===== src/rtl/fp_normalizer.sv =====
// Two-stage normalization pipeline: S1 captures operand + leading-zero count,
// S2 captures the left-shifted mantissa and adjusted exponent.
module fp_normalizer (
    input  logic        clk,
    input  logic        reset_n,
    input  logic        in_valid,
    output logic        in_ready,
    input  logic        in_sign,
    input  logic [9:0]  in_exponent,
    input  logic [31:0] in_mantissa,
    output logic        out_valid,
    input  logic        out_ready,
    output logic        out_sign,
    output logic [9:0]  out_exponent,
    output logic [31:0] out_mantissa,
    output logic [4:0]  out_shift,
    output logic        out_zero,
    output logic        out_subnormal
);

    logic        s1_valid;
    logic        s1_sign;
    logic [9:0]  s1_exp;
    logic [31:0] s1_mant;
    logic [4:0]  s1_lz;
    logic        s1_all_zeros;

    logic [4:0]  lz;
    logic        all_zeros;

    logic        s2_adv;
    logic        s1_adv;

    logic signed [9:0] e_s;
    logic signed [9:0] lz_s;
    logic [9:0]  e_minus_one;
    logic [4:0]  nxt_shift;
    logic [9:0]  nxt_exp;
    logic [31:0] nxt_mant;
    logic        nxt_zero;
    logic        nxt_sub;

    // Leading-zeros detector: the highest set bit wins, so scan upward.
    always_comb begin
        lz        = '0;
        all_zeros = (in_mantissa == '0);
        for (int unsigned i = 0; i < 32; i++) begin
            if (in_mantissa[i[4:0]]) begin
                lz = 5'd31 - i[4:0];
            end
        end
    end

    assign s2_adv   = out_ready || !out_valid;
    assign s1_adv   = s2_adv || !s1_valid;
    assign in_ready = s1_adv;

    assign e_s         = $signed(s1_exp);
    assign lz_s        = $signed({5'b0, s1_lz});
    assign e_minus_one = s1_exp - 10'd1;

    // e > lz is the normal case; 1 <= e <= lz clamps so the exponent lands on 0.
    always_comb begin
        nxt_shift = '0;
        nxt_exp   = s1_exp;
        nxt_zero  = 1'b0;
        nxt_sub   = 1'b0;
        if (s1_all_zeros) begin
            nxt_exp  = '0;
            nxt_zero = 1'b1;
        end else if (e_s <= 10'sd0) begin
            nxt_sub = 1'b1;
        end else if (e_s > lz_s) begin
            nxt_shift = s1_lz;
            nxt_exp   = e_s - lz_s;
        end else begin
            nxt_shift = e_minus_one[4:0];
            nxt_exp   = '0;
            nxt_sub   = 1'b1;
        end
        nxt_mant = s1_all_zeros ? '0 : (s1_mant << nxt_shift);
    end

    always_ff @(posedge clk or negedge reset_n) begin
        if (!reset_n) begin
            s1_valid     <= 1'b0;
            s1_sign      <= 1'b0;
            s1_exp       <= '0;
            s1_mant      <= '0;
            s1_lz        <= '0;
            s1_all_zeros <= 1'b0;
        end else if (s1_adv) begin
            s1_valid <= in_valid;
            if (in_valid) begin
                s1_sign      <= in_sign;
                s1_exp       <= in_exponent;
                s1_mant      <= in_mantissa;
                s1_lz        <= lz;
                s1_all_zeros <= all_zeros;
            end
        end
    end

    always_ff @(posedge clk or negedge reset_n) begin
        if (!reset_n) begin
            out_valid     <= 1'b0;
            out_sign      <= 1'b0;
            out_exponent  <= '0;
            out_mantissa  <= '0;
            out_shift     <= '0;
            out_zero      <= 1'b0;
            out_subnormal <= 1'b0;
        end else if (s2_adv) begin
            out_valid <= s1_valid;
            if (s1_valid) begin
                out_sign      <= s1_sign;
                out_exponent  <= nxt_exp;
                out_mantissa  <= nxt_mant;
                out_shift     <= nxt_shift;
                out_zero      <= nxt_zero;
                out_subnormal <= nxt_sub;
            end
        end
    end

endmodule

===== config.mk =====
export PLATFORM = sky130hd
export DESIGN_NAME = fp_normalizer
export DESIGN_NICKNAME = d
export VERILOG_FILES = /design/src/rtl/fp_normalizer.sv
export SDC_FILE = /design/constraint.sdc
export NUM_CORES = 1
export LEC_CHECK = 0
export BUFFER_PORTS_ARGS = -buffer_cell sky130_fd_sc_hd__buf_2
export CAP_MARGIN = 20
export CORE_AREA = 3 3 98 146
export DETAILED_ROUTE_END_ITERATION = 8
export DIE_AREA = 0 0 101 149
export PLACE_DENSITY = 0.78
export SKIP_CTS_REPAIR_TIMING = 1
export SLEW_MARGIN = 20
export SYNTH_ARGS = -nofsm -noshare
export SYNTH_HDL_FRONTEND = slang
export SYNTH_SLANG_ARGS = --single-unit

===== constraint.sdc =====
create_clock -name clk -period 6.1 [get_ports clk]
set_input_delay 1.22 -clock clk [delete_from_list [all_inputs] [get_ports clk]]
set_output_delay 1.22 -clock clk [all_outputs]
set_load 0.01 [all_outputs]

Yosys cells after proc, flatten, opt, wreduce, memory -nomap -nowiden:

Index checks and enable logic that the tools add are counted.

* reduce and logical (&&, ||, !) cells: 7
* mux-type cells: 43
* $lt $le $gt $ge: 2
* add/subtract/negate cells: 2
* shifts and indexed selects: 1

Operators with widths (count)
* $mux W5: 35
* $logic_not A32 Y1: 1
* $mux W32: 1
* $shl A32 B5 Y32: 1
* $mux W10: 3
* $gt A10 B6 Y1: 1
* $le A10 B1 Y1 const B: 1
* $sub A10 B6 Y10: 1
* $sub A5 B1 Y5 const B: 1
* $mux W1: 4
* $reduce_and A2 Y1: 2
* $logic_not A1 Y1: 2
* $logic_or A1 B1 Y1: 2

* output and inout bits: 52
* input bits: 47
* register bits: 101
* word-level logic and storage cells: 68

Depth between registers and ports, before layout:

* depth in word-level cells: 32
* mapped depth: 16
* gate-level depth less buffers: 13

Least setup slack after synthesis:

No wires, ideal clock.

* path kind: reg-to-reg
* from: register s1_exp[0] (netlist: e_s[0])
* to: register out_mantissa[28]
* arrival: 3.446 ns
* setup time: 0.122 ns
* path slack: 2.533 ns
* period minus slack after synthesis: 3.567 ns
* cell stages (with the launch flop): 16
* buffers on the path: 2
* required time: 5.978 ns
* path through: dfrtp_1 inv_1 ha_1 fa_1 nand2b_1 a21oi_2 o21ai_1 a2111oi_0 or2_1 buf_4 buf_2 mux2i_1 nor3_1 nor4_1 nand2_1 a32o_1

* longest elaborated chain between the ends: 6
* elaborated cells between the ends (all ways): 8
* classes of those cells: add/sub: 1; order compare: 2; shift: 1; mux: 4

RTL lines
* from (decl): line 23 `logic [9:0] s1_exp;`
* from (signal assigned): line 96 `s1_exp <= in_exponent;`
* $gt A10 B6 Y1 or $sub A5 B1 Y5 (tied branches): line 73, 60
* $mux W5: line 73 `end else if (e_s > lz_s) begin`
* $mux W5 (*): line 71 `end else if (e_s <= 10'sd0) begin`
* $mux W5 (*): line 68 `if (s1_all_zeros) begin`
* $shl A32 B5 Y32 (*): line 81 `nxt_mant = s1_all_zeros ? '0 : (s1_mant << nxt_shift);`
* $mux W32 (*): line 81
* to (signal assigned): line 118 `out_mantissa <= nxt_mant;`
* to (decl): line 15 `output logic [31:0] out_mantissa,`

Mark *: on every way between the ends. The rest lies on a longest branch, timed or not.
A chain may end at the register's enable or synchronous reset.

Worst setup path in the final report:

* from: register s1_exp[0] (netlist: e_s[0])
* to: register out_mantissa[25]

The elaborated chain is that of the path after synthesis.

==> impl_metrics.csv <==
group,metric,value,unit
run_status,run_status,"finished, final reports clean",
sta,slew-limit-headroom,0.273,
finish,area_growth_syn_to_layout,13.2,%
die,dieArea,15000,sq um
setup_path,rrSetupSlack,1.51,ns
place,place.detailed.hpwl,13400,microns
power,peakVddDrop,126,uV
yosys,syn_inst,704,
sta,finalCritPeriodShare,0.753,
cts,insertion_delay,0.35,ns
yosys,synth_top_area_cell,"dfrtp_1",
drt,firstDrtPassIters,6,
power,power.total,2300,uW
drt,detail-route-antenna-nets,0,
place,io_buffers,98,
yosys,netlist-cell-type-count,73,
setup_path,crit_required,6.33,ns
sta,holdWs,0.478,ns
setup_path,critPathCaptureType,"flop",
finish,fin_util,0.560,
yosys,synth_top_cells_by_count,"101 x dfrtp_1, 99 x nand2_1, 58 x mux2i_1, 54 x a21oi_1, 52 x mux2_2",
sta,setup_violations,0,
finish,fill_cells,1243,
sta,fin_crit,4.59,ns
finish,n_antenna_cell,0,
die,initial_utilization,0.495,
die,core-area,13100,sq um
setup_path,path_class,"flop to flop",
yosys,synth.top_cell.area_share,0.389,
global_route,track_usage,0.245,
global_route,antenna_found_initial,0,
cts,cts.sinks,101,
setup_path,critPathLaunchType,"flop",
yosys,synthTopCellsByArea,"dfrtp_1 39%, mux2_2 9.0%, mux2i_1 8.9%, nand2_1 5.7%, a21oi_1 4.2%",
setup_path,r2r_start,"e_s[0]",
cts,numCtsBuffers,9,
global_route,grt-ovfl-total,0,
setup_path,crit_end,"out_mantissa[25]",
yosys,yosys_register_bits,101,
drt,viasPerCell,6.19,
global_route,grt_pass1_vias,5572,
setup_path,worst-endpoint-arrival,4.82,ns
finish,drive_above_1_share,0.246,
yosys,syn_area,6500,sq um
drt,num_vias,5841,
yosys,syn_nets,758,
place,dp_cells,927,
yosys,synth_edf_count,0,
global_route,grt_max_degree,64,
power,p_leak,0.00321,uW
sta,maxSlewViolCount,0,
cts,cts-root-buf,"clkbuf_16",
yosys,ys.flop_type,"dfrtp_1",
sta,max_freq,218,MHz
setup_path,r2r_end,"out_mantissa[25]",
drt,first_iter_violations,539,
die,die_x,101,microns
yosys,synth.most_common_cell,"dfrtp_1",
die,ioPinCount,99,
drt,routedWlPerCell,19.3,microns
sta,finalClockSkew,0.00687,ns
sta,worst_slew_pin_slew,1.07,ns
finish,stdcell_count,943,
yosys,yosys_warnings,0,
min_path,hold_class,"flop to flop",
power,p_per_area,313,nW/um^2
yosys,async_flop_share,1.00,
drt,drt_wl_total,18200,microns
cts,clkTransAtPathRegs,0.07,ns
die,die_h,149,microns
sta,tns,0,ns
drt,drc,0,
cts,clk_path_buf_depth,2,
cts,tritoncts,"built",
finish,layout.nets,833,
cts,cts-htree-levels,3,
setup_path,crit_fanout,27,
sta,finalHoldViolations,0,
yosys,seq_area_frac_synth,0.389,
min_path,holdPathStages,2,
setup_path,rr_worst_depth,14,
setup_path,critPathLaunch,"e_s[0]",
place,gp_congestion,0.986,
global_route,grt_pass1_wl,29300,microns
die,rows,51,
sta,grt_setup_unrepaired,"no",
yosys,avgSynthCellArea,9.24,sq um
flow_run,cap_violations,0,
## sequential cells by signal, indices dropped and copies added (netlist names)
signal	count
e_s	10
out_subnormal	1
s1_valid	1
s1_all_zeros	1
out_shift	5
out_mantissa	32
out_zero	1
s1_mant	32
s1_sign	1
s1_lz	5
out_sign	1
out_exponent	10
out_valid	1
## area by class of cell
| cell class | instances | area (sq um) | area share |
|---|---|---|---|
| Clock buffer | 10 | 239 | 0.0325 |
| Clock inverter | 6 | 38.8 | 0.00527 |
| Inverter | 16 | 60.1 | 0.00816 |
| Multi-Input combinational cell | 543 | 3730 | 0.507 |
| Sequential cell | 101 | 2530 | 0.343 |
| Tap cell | 159 | 199 | 0.0270 |
| Timing Repair Buffer | 108 | 568 | 0.0772 |
## cells by family after synthesis
family                   synth area share
XOR/XNOR                           0.0108
flip-flops                          0.389
buffers and inverters              0.0425
AO/OA/AOI/OAI                       0.207
AND/OR/NAND/NOR                     0.153
adder cells (fa/ha/maj)            0.0146
multiplexers                        0.183
## per-stage QoR
stage	cell area [sq um]	setup WS [ns]
after CTS	7350	1.58
after global placement	7080	1.86
after floorplan	6500	2.53
final	7360	1.51
after global routing	7360	1.35
after detailed placement	7080	1.64
## placed cells by master (no fill, tap or decap), types with 11 or more instances in the layout
| cell | instances |
|---|---|
| mux2_2 | 52 |
| a22o_1 | 14 |
| nor2_1 | 51 |
| buf_4 | 11 |
| o21ai_0 | 42 |
| mux2i_1 | 57 |
| inv_1 | 16 |
| a211oi_1 | 13 |
| nor3_1 | 13 |
| nand2_1 | 97 |
| a21oi_1 | 54 |
| dfrtp_1 | 101 |
| buf_2 | 97 |
## power by group
part	internal (uW)	switching (uW)
clock network	286	254
logic	351	471
registers	810	132
total	1450	856
## worst max-delay path, stage by stage (launching register included)
cell       delay [ns]
dfrtp_1          0.38
inv_1            0.10
ha_1             0.22
fa_1             0.38
nand2b_1         0.19
a21oi_2          0.28
o21ai_1          0.21
a2111oi_0        0.59
or2_2            0.65
buf_4            0.39
mux2i_1          0.28
mux2i_1          0.13
mux2_2           0.34
a22oi_1          0.22
a22oi_1          0.12
## metal layers
layer | track usage | part of all wire | wire length [microns] | up-vias
li1 | - | - | - | 2740
met1 | 0.330 | 0.43 | 7790 | 2804
met2 | 0.388 | 0.47 | 8590 | 240
met4 | 0.109 | 0.039 | 718 | 0
met5 | 0 | 0 | 0 | -
met3 | 0.0384 | 0.060 | 1090 | 57
## worst min path at each step
stage                                 from          endpoint
after global routing      out_mantissa[14]  out_mantissa[14]
after CTS                  out_exponent[2]   out_exponent[2]
after detailed placement   out_exponent[2]   out_exponent[2]
after global placement    out_mantissa[14]  out_mantissa[14]
after floorplan                   s1_lz[2]          s1_lz[2]
final                         out_shift[3]      out_shift[3]
Power figures use the tool's default switching activity.
